$ cat src/rtl/fetch_align_unit.sv
// Fetch stage: owns the fetch PC, fetches aligned I-cache lines and slices them into
// {PC, instr} packets with static jump prediction. Optional: BACKWARD_BRANCH_PRED_EN.

module fetch_align_lane (
    input  logic [31:0] instr_i,
    input  logic [31:0] pc_i,
    output logic        stop_o,
    output logic        taken_o,
    output logic        jalr_o,
    output logic [31:0] target_o
);
    logic [6:0]  opc;
    logic        is_jal, is_br, br_taken;
    logic [31:0] j_imm, b_imm;

    assign opc    = instr_i[6:0];
    assign is_jal = (opc == 7'b1101111);
    assign is_br  = (opc == 7'b1100011);
    assign jalr_o = (opc == 7'b1100111);
    assign j_imm  = {{12{instr_i[31]}}, instr_i[19:12], instr_i[20], instr_i[30:21], 1'b0};
    assign b_imm  = {{20{instr_i[31]}}, instr_i[7], instr_i[30:25], instr_i[11:8], 1'b0};

`ifdef BACKWARD_BRANCH_PRED_EN
    assign br_taken = is_br & instr_i[31];
`else
    assign br_taken = 1'b0;
`endif

    assign taken_o  = is_jal | br_taken;
    assign stop_o   = taken_o | jalr_o;
    assign target_o = pc_i + (is_br ? b_imm : j_imm);
endmodule

module fetch_align_unit #(
    parameter logic [31:0] RESET_PC      = 32'h0000_0000,
    parameter int          FETCH_WORDS   = 8,
    parameter int          TABLE_ENTRIES = 10
) (
    input  logic                         clk,
    input  logic                         rst,
    input  logic                         redirect_valid,
    input  logic [31:0]                  redirect_pc,
    output logic                         ic_req_valid,
    input  logic                         ic_req_ready,
    output logic [31:0]                  ic_req_addr,
    input  logic                         ic_resp_valid,
    input  logic [32*FETCH_WORDS-1:0]    ic_resp_data,
    input  logic [7:0]                   q_room,
    output logic                         out_valid,
    input  logic                         out_ready,
    output logic [64*TABLE_ENTRIES-1:0]  out_table,
    output logic [7:0]                   out_cut,
    output logic                         out_got_jump,
    output logic [31:0]                  out_jump_addr
);
    localparam int OFFW = $clog2(FETCH_WORDS);
    localparam int LB   = OFFW + 2;

    typedef enum logic [2:0] {IDLE, REQ, WAIT, LINE, HOLD, STALL, DROP, FLUSH} state_e;

    state_e                                state_q;
    logic [31:0]                           fetch_pc_q;
    logic [FETCH_WORDS-1:0][31:0]          line_q;
    logic                                  out_valid_q, got_jump_q, end_jalr_q;
    logic [TABLE_ENTRIES-1:0][63:0]        table_q;
    logic [7:0]                            cut_q;
    logic [31:0]                           jump_addr_q;

    logic [FETCH_WORDS-1:0][31:0]          lane_instr, lane_pc, lane_tgt;
    logic [FETCH_WORDS-1:0]                lane_stop, lane_taken, lane_jalr;
    logic [OFFW-1:0]                       start, last;
    logic [31:0]                           line_base;

    assign start     = fetch_pc_q[LB-1:2];
    assign line_base = {fetch_pc_q[31:LB], {LB{1'b0}}};

    // Lane g carries word start+g; lanes past the end of the line see a zero word.
    for (genvar g = 0; g < FETCH_WORDS; g++) begin : g_lane
        logic [OFFW:0] idx;
        assign idx           = {1'b0, start} + (OFFW+1)'(g);
        assign lane_instr[g] = (idx < (OFFW+1)'(FETCH_WORDS)) ? line_q[idx[OFFW-1:0]] : '0;
        assign lane_pc[g]    = line_base + {{(30-OFFW-1){1'b0}}, idx, 2'b00};

        fetch_align_lane u_lane (
            .instr_i  (lane_instr[g]),
            .pc_i     (lane_pc[g]),
            .stop_o   (lane_stop[g]),
            .taken_o  (lane_taken[g]),
            .jalr_o   (lane_jalr[g]),
            .target_o (lane_tgt[g])
        );
    end

    logic [7:0]                     stop_lim, avail, cnt, pkt_cut;
    logic [TABLE_ENTRIES-1:0][63:0] pkt_table;
    logic                           pkt_jump;
    logic [31:0]                    pkt_jump_addr, pkt_next_pc;

    always_comb begin
        stop_lim = 8'(FETCH_WORDS);
        for (int i = FETCH_WORDS - 1; i >= 0; i--)
            if (lane_stop[i]) stop_lim = 8'(i + 1);
        avail = 8'(FETCH_WORDS) - 8'(start);
        cnt   = avail;
        if (q_room < cnt)   cnt = q_room;
        if (stop_lim < cnt) cnt = stop_lim;
        pkt_cut   = cnt - 8'd1;
        last      = pkt_cut[OFFW-1:0];
        pkt_table = '0;
        for (int i = 0; i < FETCH_WORDS; i++)
            if (8'(i) <= pkt_cut) pkt_table[i] = {lane_pc[i], lane_instr[i]};
        pkt_jump      = lane_taken[last];
        pkt_jump_addr = pkt_jump ? lane_tgt[last] : 32'd0;
        pkt_next_pc   = pkt_jump ? lane_tgt[last] : lane_pc[last] + 32'd4;
    end

    // A redirect abandons in-flight work; an accepted request still owes a response.
    logic enter_flush, to_drop;
    assign to_drop     = redirect_valid && (state_q == WAIT || (state_q == REQ && ic_req_ready));
    assign enter_flush = (state_q == DROP && ic_resp_valid) ||
                         (redirect_valid && !(state_q inside {FLUSH, DROP, WAIT}) && !to_drop);

    always_ff @(posedge clk or negedge rst) begin
        if (!rst) begin
            state_q     <= IDLE;
            fetch_pc_q  <= RESET_PC;
            line_q      <= '0;
            out_valid_q <= 1'b0;
            table_q     <= '0;
            cut_q       <= '0;
            got_jump_q  <= 1'b0;
            jump_addr_q <= '0;
            end_jalr_q  <= 1'b0;
        end else begin
            if (enter_flush) begin
                state_q     <= FLUSH;
                out_valid_q <= 1'b1;
                table_q     <= '0;
                cut_q       <= 8'hFF;
                got_jump_q  <= 1'b0;
                jump_addr_q <= '0;
            end else if (to_drop) begin
                state_q <= DROP;
            end else if (!redirect_valid || state_q == FLUSH) begin
                case (state_q)
                    IDLE: state_q <= REQ;
                    REQ:  if (ic_req_ready) state_q <= WAIT;
                    WAIT: if (ic_resp_valid) begin
                        line_q  <= ic_resp_data;
                        state_q <= LINE;
                    end
                    LINE: if (q_room != 8'd0) begin
                        table_q     <= pkt_table;
                        cut_q       <= pkt_cut;
                        got_jump_q  <= pkt_jump;
                        jump_addr_q <= pkt_jump_addr;
                        end_jalr_q  <= lane_jalr[last];
                        fetch_pc_q  <= pkt_next_pc;
                        out_valid_q <= 1'b1;
                        state_q     <= HOLD;
                    end
                    HOLD: if (out_ready) begin
                        out_valid_q <= 1'b0;
                        state_q     <= end_jalr_q ? STALL : REQ;
                    end
                    FLUSH: if (out_ready) begin
                        out_valid_q <= 1'b0;
                        state_q     <= REQ;
                    end
                    default: ;
                endcase
            end
            if (redirect_valid) fetch_pc_q <= redirect_pc;
        end
    end

    assign ic_req_valid  = (state_q == REQ);
    assign ic_req_addr   = (state_q == REQ) ? line_base : 32'd0;
    assign out_valid     = out_valid_q;
    assign out_table     = table_q;
    assign out_cut       = cut_q;
    assign out_got_jump  = got_jump_q;
    assign out_jump_addr = jump_addr_q;
endmodule

$ cat config.mk
export PLATFORM = sky130hd
export DESIGN_NAME = fetch_align_unit
export DESIGN_NICKNAME = d
export VERILOG_FILES = /design/src/rtl/fetch_align_unit.sv
export SDC_FILE = /design/constraint.sdc
export NUM_CORES = 2
export LEC_CHECK = 0
export ABC_AREA = 1
export BUFFER_PORTS_ARGS = -buffer_cell sky130_fd_sc_hd__clkbuf_2
export CORE_AREA = 2 2 399 401
export CTS_CLUSTER_DIAMETER = 60
export DETAILED_ROUTE_END_ITERATION = 10
export DIE_AREA = 0 0 401 403
export PLACE_DENSITY = 0.59
export SYNTH_ARGS = -nofsm -noshare
export SYNTH_HDL_FRONTEND = slang
export SYNTH_SLANG_ARGS = --single-unit
$ cat constraint.sdc
create_clock -name clk -period 8.9 [get_ports clk]
set_input_delay 0.445 -clock clk [delete_from_list [all_inputs] [get_ports clk]]
set_output_delay 0.445 -clock clk [all_outputs]
set_load 0.02 [all_outputs]
==> summary.json <==
{
  "route": {
    "route.detailed.wl_per_inst_um": 30.27,
    "avgViaCountPerCell": 5.831,
    "detailed_route_iter0_violations": 8665,
    "ant_nets_after_route": 0,
    "drc": 0,
    "num_vias": 68530,
    "drtPass1Iterations": 6,
    "routed_wl_um": 355800
  },
  "sta": {
    "report.final.setup_viol": 0,
    "rsz0062_at_grt": "no",
    "timing.max_slew.rel_slack_pct": 9.109,
    "layout_worst_path_cycle_share_pct": 95.97,
    "report.final.hold_viol_count": 0,
    "worst_tran_pin_value_ns": 1.349,
    "timing_max_transition_violations_final": 0,
    "skew_ns": 0.06499,
    "timing.fmax_mhz": 117.1,
    "totalNegativeSetupSlack_ns": 0,
    "timing.final.crit_period_ns": 8.542,
    "finalHoldWorstSlack_ns": 0.01244
  },
  "setup_path": {
    "critical_path_peak_fanout": 34,
    "category_of_the_worst_setup_path_launch_point": "flip-flop",
    "cpPeakStageDelay_ns": 0.74,
    "reg2reg_from": "fetch_pc_q[2]",
    "critical-path-top-cell-by-count": "nand2_1",
    "setup.worst_path.end_class": "flip-flop",
    "worst-endpoint-arrival_ns": 9.18,
    "worstSetupStartpoint": "fetch_pc_q[2]",
    "crit_path_top_delay_cell": "dfrtp_4",
    "required_ns": 9.54,
    "critical_path_class": "flip-flop to flip-flop"
  },
  "synth": {
    "muxShareOfSynthArea_pct": 4.632,
    "postSynthRegisterBits": 827,
    "synthDistinctLibCells": 75,
    "seq_area_frac_synth_pct": 33.46,
    "post_synth_fa_ha_maj_area_fraction_pct": 5.579,
    "synth_top_flop_cell": "dfrtp_1",
    "synthSimpleGateAreaFrac_pct": 23.59,
    "synth_compound_gate_area_share_pct": 18.24,
    "yosysTopAreaCellShare_pct": 33.46,
    "synth_edf_count": 0,
    "postSynth.asyncResetShare_pct": 100.0,
    "yosys-top-cells-area": "dfrtp_1 33%, nand2_1 15%, o21ai_0 6.9%",
    "synth_area_leader_cell": "dfrtp_1",
    "avgSynthCellArea_um2": 7.238,
    "netlist_instances": 8546,
    "synthesis.yosys.warnings": 0,
    "mapped_area_mm2": 0.06185,
    "synth_xor_xnor_area_share_pct": 5.140,
    "synth_top_family_by_area": "simple AND/OR/NAND/NOR gates"
  },
  "global_route": {
    "first_global_vias": 63080,
    "grt.overflow.total": 0,
    "pin_count_of_the_biggest_net_entering_global_routing": 159,
    "globalRouteTotalUtil_pct": 42.51,
    "initial_antenna_violation_count": 22,
    "wire_length_of_the_first_global_routing_pass_um": 487900
  },
  "worst_hold_path": {
    "hp-start": "redirect_pc[16]",
    "hp-class": "primary input to flip-flop"
  },
  "clock_tree": {
    "worst_setup_hold_path_clk_slew_ns": 0.06,
    "cts_htree_levels": 3,
    "cts_root_buf": "clkbuf_16",
    "cts_max_path_buffers": 3,
    "clock_latency_ns": 0.81,
    "post_cts.resized_instances": 0,
    "clock_sinks": 827,
    "clock_tree_from_tritoncts": "built",
    "cts_buffers": 107
  },
  "finish": {
    "final_net_count": 10160,
    "final_cell_mix": "2462 x nand2_1, 863 x clkbuf_2, 845 x o21ai_0",
    "mostFrequentLayoutCell": "nand2_1",
    "final_layout_size_suffix_gt1_share_pct": 17.52,
    "area_growth_pct": 21.70
  },
  "floorplan": {
    "die_h_um": 403,
    "io-pin-count": 1017,
    "floorplan.initialDensity_pct": 39.28,
    "num_rows": 146,
    "die-width_um": 401,
    "core_mm2": 0.1575,
    "fp.dieArea_mm2": 0.1616
  },
  "placement": {
    "detailed_place_hpwl_um": 280300,
    "finalWeightedCongestion": 1.067,
    "numPortBuffers": 864
  },
  "flow_run": {
    "maxCapViolCount": 0
  },
  "run_status": {
    "outcome": "completed"
  }
}
-- synthesized netlist by cell type (53+ instances only) --
| library cell | number |
|---|---|
| o211ai_1 | 53 |
| buf_2 | 75 |
| nand3_1 | 501 |
| a21oi_1 | 458 |
| nor3_1 | 53 |
| dfrtp_1 | 827 |
| a32o_1 | 146 |
| mux2_2 | 226 |
| inv_1 | 654 |
| ha_1 | 263 |
| buf_4 | 164 |
| clkbuf_1 | 330 |
| o21ai_0 | 848 |
| o31ai_1 | 152 |
| buf_1 | 63 |
| nor2_1 | 487 |
| nand2_1 | 2462 |
| xor2_1 | 262 |
| xnor2_1 | 91 |
-- stage by stage --
| step | cells | util (%) | worst slack (ns) | instance area (µm²) |
|---|---|---|---|---|
| floorplan | 8695 | - | 0.01300 | 62420 |
| global placement | 11290 | 43.79 | 0.8624 | 68960 |
| detailed placement | 11290 | 43.79 | 0.7777 | 68960 |
| CTS | 11740 | 47.77 | 0.7170 | 75230 |
| global route | 11750 | 47.79 | 0.1150 | 75260 |
| finish | 11750 | 47.80 | 0.3584 | 75270 |
-- critical path, delay by kind of cell (launching register included) --
| kind | cells | cell delay [ns] |
|---|---|---|
| simple gates | 18 | 2.52 |
| flops | 1 | 0.74 |
| buf+inv | 8 | 1.68 |
| fa+ha+maj | 1 | 0.46 |
| compound gates | 12 | 2.90 |
-- cell families (layout without fill, tap and decap cells) --
group	after synthesis	after routing
multiplexers	258	258
XOR/XNOR	357	357
AND/OR/NAND/NOR	3610	3610
buffers and inverters	1329	2305
adder cells (fa/ha/maj)	271	271
AO/OA/AOI/OAI	1893	1893
other	1	160
flip-flops	827	827
-- state kept, by name (all words and copies together) (netlist names) --
register	cells
out_valid	1
out_cut	8
out_table	496
line_q	256
out_jump_addr	31
end_jalr_q	1
out_got_jump	1
fetch_pc_q	30
state_q	3
-- what timing repair did --
action                                 CTS  global route
setup endpoints to repair                0             0
setup buffers                            0             0
hold buffers                           257             2
endpoints found under the hold margin  341             2
-- final cells by class --
type,count,area [µm²]
fill,16030,82190
multi-input combinational,6539,36090
sequential,827,20700
timing repair buffer,1423,9579
clock buffer,134,2919
tap,2072,2592
inverter,684,2585
clock inverter,64,779.5
antenna,10,25.02
-- worst paths after layout --
check / cells after the start / to / slack (ns)
worst max-delay path: 39 / fetch_pc_q[28] / 0.36
worst min-delay path: 3 / fetch_pc_q[16] / 0.01
worst max register to register: 39 / fetch_pc_q[28] / 0.36
worst min register to register: 2 / out_table[182] / 0.48
max in group asynchronous: 4 / out_table[9] / 6.66
min in group asynchronous: 2 / out_table[251] / 0.30
-- per-layer routing --
metal | track usage, % | vias up | part of all wire (%)
met4 | 32.16 | 18 | 9.1
met3 | 8.149 | 909 | 9.2
met1 | 53.78 | 33160 | 39
met2 | 64.31 | 4018 | 43
li1 | - | 30430 | -
met5 | 0 | - | 0.031
Power is left out: the tool's default activity adds up to more than one toggle a clock period on the data nets, which glitch-free logic cannot reach.
